<file path="config.mk">
export PLATFORM = sky130hd
export DESIGN_NAME = rr_index_arb
export DESIGN_NICKNAME = d
export VERILOG_FILES = /design/src/rtl/rr_index_arb.sv
export SDC_FILE = /design/constraint.sdc
export NUM_CORES = 1
export LEC_CHECK = 0
export CELL_PAD_IN_SITES_DETAIL_PLACEMENT = 1
export CELL_PAD_IN_SITES_GLOBAL_PLACEMENT = 1
export CORE_MARGIN = 4
export CORE_UTILIZATION = 55
export CTS_BUF_LIST = sky130_fd_sc_hd__clkbuf_4 sky130_fd_sc_hd__clkbuf_8
export DETAILED_ROUTE_END_ITERATION = 8
export DONT_BUFFER_PORTS = 1
export PLACE_DENSITY_LB_ADDON = 0.1
export SLEW_MARGIN = 40
export SYNTH_ARGS = -nofsm -noshare
export SYNTH_HDL_FRONTEND = slang
export SYNTH_SLANG_ARGS = --single-unit
</file>
<file path="constraint.sdc">
create_clock -name clk -period 6.9 [get_ports clk]
set_input_delay 0.69 -clock clk [delete_from_list [all_inputs] [get_ports clk]]
set_output_delay 0.69 -clock clk [all_outputs]
set_load 0.02 [all_outputs]
</file>
<file path="src/rtl/rr_index_arb.sv">
// rr_index_arb: round-robin arbiter over M = 1<<N requesters. The winner is presented as a
// registered binary index (gnt_idx) qualified by gnt_vld; a downstream decode_n turns it into
// the one-hot grant bus. A grant is held until the owner pulses done; the search pointer then
// moves to the slot after the released owner so every requester gets fair service.
//
// Optional feature: define ARB_TIMEOUT_EN to add a watchdog that force-releases a grant after
// TIMEOUT grant cycles without done, and a timeout output that pulses once per forced release.
//
// Ports:
//   clk      in   1  clock, rising edge
//   rst_n    in   1  asynchronous active-low reset
//   req      in   M  request vector, bit i is requester i
//   done     in   1  current owner releases its grant
//   gnt_idx  out  N  index of the current owner (registered)
//   gnt_vld  out  1  gnt_idx is valid
//   timeout  out  1  one-cycle pulse after a forced release (ARB_TIMEOUT_EN only)
module rr_index_arb #(
  parameter int unsigned N       = 4,
  parameter int unsigned M       = 1 << N,
  parameter int unsigned TIMEOUT = 16
) (
  input  logic         clk,
  input  logic         rst_n,
  input  logic [M-1:0] req,
  input  logic         done,
  output logic [N-1:0] gnt_idx,
  output logic         gnt_vld
`ifdef ARB_TIMEOUT_EN
  ,
  output logic         timeout
`endif
);

  localparam logic [0:0] StIdle  = 1'b0;
  localparam logic [0:0] StGrant = 1'b1;

  logic [0:0]   state_q, state_d;
  logic [N-1:0] ptr_q, ptr_d;
  logic [N-1:0] idx_q, idx_d;
  logic [N-1:0] win_idx;
  logic         win_found;
  logic         rel;

  // Circular scan upward from ptr; the N-bit add wraps M-1 back to 0.
  always_comb begin
    logic [N-1:0] cand;
    win_idx   = '0;
    win_found = 1'b0;
    cand      = '0;
    for (int unsigned i = 0; i < M; i++) begin
      cand = ptr_q + N'(i);
      if (!win_found && req[cand]) begin
        win_found = 1'b1;
        win_idx   = cand;
      end
    end
  end

`ifdef ARB_TIMEOUT_EN
  localparam int unsigned CntW = (TIMEOUT > 1) ? $clog2(TIMEOUT) : 1;

  logic [CntW-1:0] cnt_q, cnt_d;
  logic            expire;
  logic            timeout_q, timeout_d;

  // cnt_q counts grant cycles already completed, so expiry lands at the end of the
  // TIMEOUT-th grant cycle.
  assign expire    = (state_q == StGrant) && (cnt_q == CntW'(TIMEOUT - 1));
  assign rel       = (state_q == StGrant) && (done || expire);
  assign cnt_d     = (state_q == StGrant) ? cnt_q + CntW'(1) : '0;
  // A done coinciding with expiry is an ordinary release, so no pulse.
  assign timeout_d = expire && !done;

  always_ff @(posedge clk or negedge rst_n) begin
    if (!rst_n) begin
      cnt_q     <= '0;
      timeout_q <= 1'b0;
    end else begin
      cnt_q     <= cnt_d;
      timeout_q <= timeout_d;
    end
  end

  assign timeout = timeout_q;
`else
  assign rel = (state_q == StGrant) && done;
`endif

  always_comb begin
    state_d = state_q;
    ptr_d   = ptr_q;
    idx_d   = idx_q;
    unique case (state_q)
      StIdle: begin
        if (win_found) begin
          idx_d   = win_idx;
          state_d = StGrant;
        end
      end
      StGrant: begin
        if (rel) begin
          ptr_d   = idx_q + N'(1);
          state_d = StIdle;
        end
      end
      default: state_d = StIdle;
    endcase
  end

  always_ff @(posedge clk or negedge rst_n) begin
    if (!rst_n) begin
      state_q <= StIdle;
      ptr_q   <= '0;
      idx_q   <= '0;
    end else begin
      state_q <= state_d;
      ptr_q   <= ptr_d;
      idx_q   <= idx_d;
    end
  end

  assign gnt_idx = idx_q;
  assign gnt_vld = (state_q == StGrant);

endmodule

</file>
### Yosys cells after proc, flatten, opt, wreduce, memory -nomap -nowiden

Cells that the tools add are included.

* add/sub/neg operators: 16
* $lt $le $gt $ge: 16
* mux-type cells: 67
* bitwise operators: 1
* reductions and logical operators: 33

Operator list (number)
* 4-bit by 5-bit less-than comparator with 1-bit output, second input constant: 16
* 1-bit binary-select mux with 4-bit select: 16
* 4-bit 2-to-1 mux: 16
* 1-bit 2-to-1 mux: 34
* 4-bit adder, second input constant: 8
* 4-bit by 3-bit adder with 4-bit output, second input constant: 4
* 1-bit logical AND: 16
* 1-bit zero test: 15
* 4-bit by 1-bit adder with 4-bit output, second input constant: 2
* 4-bit by 2-bit adder with 4-bit output, second input constant: 2
* 2-bit AND reduction: 2
* 1-bit case mux with 2 select lines: 1
* 1-bit inverter: 1

* bits in registers: 9
* input bits: 19
* output and inout port bits: 5
* word-level logic and storage cells: 136

### Depth between registers and ports, before layout

* word-level depth: 50
* mapped depth: 15
* depth with buffers taken out: 11

### Worst setup path after synthesis

OpenSTA, ideal clock, no wires.

* path kind: register to register
* from: register ptr_q[1]
* to: register idx_q[1], in the netlist gnt_idx[1]
* setup time: 0.132 ns
* arrival: 3.599 ns
* required time: 6.768 ns
* slack: 3.169 ns
* stages on the path, launching flop included: 16
* path buffers: 4
* period minus slack after synthesis: 3.731 ns
* path through: dfrtp_1 -> clkbuf_1 -> buf_2 -> inv_1 -> ha_1 -> buf_6 -> buf_6 -> mux2_4 -> mux4_2 -> mux2i_4 -> nand2_1 -> nor3b_2 -> nand4_1 -> or3_1 -> o21ai_0 -> a31oi_1

* word-level cells in the longest chain between the ends: 49
* elaborated cells on any way between the ends: 110
* classes of those cells: 15 x add/sub; 64 x mux; 31 x reduce/logical

RTL lines
* start, declared: RTL line 38 `logic [N-1:0] ptr_q, ptr_d;`
* start signal, assigned: RTL line 117 `ptr_q <= ptr_d;`
* parallel branches: the longest is 49 deep, another holds 4-bit by 1-bit adder with 4-bit output
* end signal, assigned: RTL line 118 `idx_q <= idx_d;`
* end, declared: RTL line 39 `logic [N-1:0] idx_q, idx_d;`

Parallel ways; which one is timed is not known. The select of a mux whose other input is x is not followed.
A chain may end at the register's enable or synchronous reset.

### Worst setup path in the final report

* from: register ptr_q[1]
* to: register idx_q[3], in the netlist gnt_idx[3]

The elaborated chain is that of the path after synthesis.

==> flow_summary_export.csv <==
group,metric,value,unit
yosys,synth.distinct_cells,74,
yosys,synth.cell_area,0.00269,mm^2
sta,min_period,4910,ps
outcome,outcome,"complete, no violations",
critical_path,rr_startpoint,"ptr_q[1]$_DFFE_PN0P_",
clock_tree,cts-buffers-inserted,3,
placed_design,place_inst,366,
sta,fin_crit_sh,0.712,
floorplanning,floorplan.die_area,0.00608,mm^2
critical_path,worst_setup_path_start_kind,"flip-flop",
layout,finish.cell_count_without_fillers,370,
clock_tree,cts_setup_buffers,0,
critical_path,path_max_fanout,19,
floorplanning,core_area,0.00472,mm^2
sta,setup_repair_after_global_routing_missed_its_margin,"false",
global_route,globalRoute.totalOverflow,0,
floorplanning,fp-row-count,25,
yosys,synth_area_leaders,"sky130_fd_sc_hd__mux4_2, sky130_fd_sc_hd__dfrtp_1, sky130_fd_sc_hd__mux2_2",
sta,fin_hold_ws,144,ps
hold_path,worst_hold_path_type,"primary input to asynchronous set/reset pin",
yosys,post-synth-top-count-cell,"sky130_fd_sc_hd__nand2_1",
placed_design,finalWeightedCongestion,0.946,
global_route,grtUsageTotal,0.333,
yosys,ys_warn_count,0,
layout,syn_to_final_growth,1.77,%
global_route,number_of_antenna_violations_at_the_first_check_in_global_routing,0,
layout,design.final.nets,331,
drt,routed-via-count,2739,
critical_path,worstSetupStartpoint,"ptr_q[1]$_DFFE_PN0P_",
clock_tree,cts_root_buf,"sky130_fd_sc_hd__clkbuf_8",
clock_tree,postCtsResizedCells,0,
placed_design,numPortBuffers,0,
drt,via_per_inst,7.40,
drt,first_pass_iters,5,
layout,antenna_cells,0,
yosys,fraction_of_registers_with_async_set_reset,1.00,
floorplanning,fp.dieH,78.0,um
global_route,first_global_vias,2904,
clock_tree,cts.clk_slew.worst_paths,50,ps
sta,clk_skew,0.500,ps
yosys,synth_largest_area_cell,"sky130_fd_sc_hd__mux4_2",
drt,drc_violations_left,0,
yosys,synth_edf_count,0,
yosys,netlist.area_leader.share,0.134,
placed_design,dp_hpwl,7.60,mm
floorplanning,initial_standard_cell_utilization_of_the_core,0.570,
clock_tree,cts_tree,"yes",
clock_tree,cts_hold_repair.buffers,0,
sta,hold_violations,0,
clock_tree,h-tree-depth,1,
floorplanning,io_pins,24,
yosys,post_synth_net_total,339,
yosys,postSynth.topFlopCell,"sky130_fd_sc_hd__dfrtp_1",
critical_path,class_of_the_most_critical_setup_path,"flip-flop to flip-flop",
sta,timing_max_transition_violations_final,0,
drt,detail_route.wl_per_cell,26.1,um
drt,initialDrtViolationCount,326,
sta,setup-violations-final,0,
critical_path,cp_data_required_time,7010,ps
sta,achievable-frequency,204,MHz
critical_path,worstPathArrival,5020,ps
clock_tree,clock_sinks,9,
clock_tree,clk_path_buf_depth,2,
drt,ant_nets,0,
global_route,grt_max_degree,24,
floorplanning,dieWidth,78.0,um
sta,timing.max_slew.rel_slack,0.434,
yosys,synth_seq_area_share,0.0836,
yosys,synth.ff_latch_count,9,
critical_path,sort_of_element_at_the_end_of_the_critical_path,"flip-flop",
yosys,synthesized_instance_count,312,
clock_tree,clock_insertion_delay_worst_skew,240,ps
global_route,grt_pass1_wl,15.7,mm
sta,worst_pin_slew,842,ps
flow_run,cap_viol_max_count,0,
yosys,syn_avg_cell_area,8.63,um^2
drt,wl,9.64,mm
yosys,synth.cells.most_frequent,"sky130_fd_sc_hd__nand2_1, sky130_fd_sc_hd__a21oi_1, sky130_fd_sc_hd__nor2_1, sky130_fd_sc_hd__mux4_2, sky130_fd_sc_hd__nand3_1",
layout,layout-drive-gt1-share,0.205,
sta,setup_tns,0,ps
==> layout by cell type (no fill, tap or decap), types with 7 or more instances in the layout <==
master                      n
sky130_fd_sc_hd__nand2_1   35
sky130_fd_sc_hd__nor2_1    20
sky130_fd_sc_hd__a21oi_1   20
sky130_fd_sc_hd__mux4_2    16
sky130_fd_sc_hd__nand3_1   15
sky130_fd_sc_hd__mux2_2    13
sky130_fd_sc_hd__a211oi_1  10
sky130_fd_sc_hd__o21ai_0   10
sky130_fd_sc_hd__o22ai_1    9
sky130_fd_sc_hd__dfrtp_1    9
sky130_fd_sc_hd__mux2i_1    8
sky130_fd_sc_hd__ha_1       8
sky130_fd_sc_hd__nor3_1     7
==> critical path: stages (launching register included) <==
cell	delay (ps)
sky130_fd_sc_hd__dfrtp_1	320
sky130_fd_sc_hd__buf_4	260
sky130_fd_sc_hd__inv_1	260
sky130_fd_sc_hd__ha_1	890
sky130_fd_sc_hd__mux2_1	430
sky130_fd_sc_hd__mux4_2	560
sky130_fd_sc_hd__mux2i_1	640
sky130_fd_sc_hd__a211oi_1	190
sky130_fd_sc_hd__a2111oi_0	470
sky130_fd_sc_hd__a311o_1	190
sky130_fd_sc_hd__a21oi_1	60
sky130_fd_sc_hd__a211oi_1	360
sky130_fd_sc_hd__o31ai_1	130
==> worst paths after layout <==
check,endpoint,slack (ps),cells past startpoint
hold reg to reg,gnt_idx[2]$_DFFE_PN0P_,730,2
hold / removal,ptr_q[3]$_DFFE_PN0P_,140,0
setup reg to reg,gnt_idx[3]$_DFFE_PN0P_,1990,12
min in group clk,gnt_idx[2]$_DFFE_PN0P_,730,2
max in group asynchronous,ptr_q[0]$_DFFE_PN0P_,6690,0
setup / recovery,gnt_idx[3]$_DFFE_PN0P_,1990,12
==> logic make-up after synthesis <==
logic type,share of synthesized area
fa+ha+maj,0.0372
flops,0.0836
simple gates,0.233
xor+xnor,0.0581
compound gates,0.226
buf+inv,0.0534
mux,0.308
==> registers in the layout (all words and copies together) (netlist names) <==
signal and count:
gnt_vld 1, gnt_idx 4, ptr_q 4
==> through the flow <==
| stage | setup slack, ps | area [um^2] | utilization |
|---|---|---|---|
| floorplan | 3170 | 2690 | - |
| global placement | 2230 | 2690 | 0.569 |
| detailed placement | 2190 | 2690 | 0.570 |
| CTS | 2150 | 2740 | 0.580 |
| global route | 1820 | 2740 | 0.580 |
| finish | 1990 | 2740 | 0.580 |
==> metal layers <==
| layer | track usage | wire length (um) | vias up |
|---|---|---|---|
| li1 | - | - | 1216 |
| met1 | 0.423 | 4020 | 1356 |
| met2 | 0.568 | 4620 | 133 |
| met3 | 0.0696 | 696 | 34 |
| met4 | 0.0962 | 300 | 0 |
| met5 | 0 | 0 | - |
==> area by class of cell <==
type,instances,area [um^2]
clock inverters,1,5.00
multi-input cells,278,2330
repair buffers,3,22.5
flip-flops and latches,9,225
fillers,575,1980
inverters,9,33.8
clock buffers,3,41.3
well taps,67,83.8
Power is left out: the tool's default activity adds up to more than one toggle a clock period on the data nets, which glitch-free logic cannot reach.
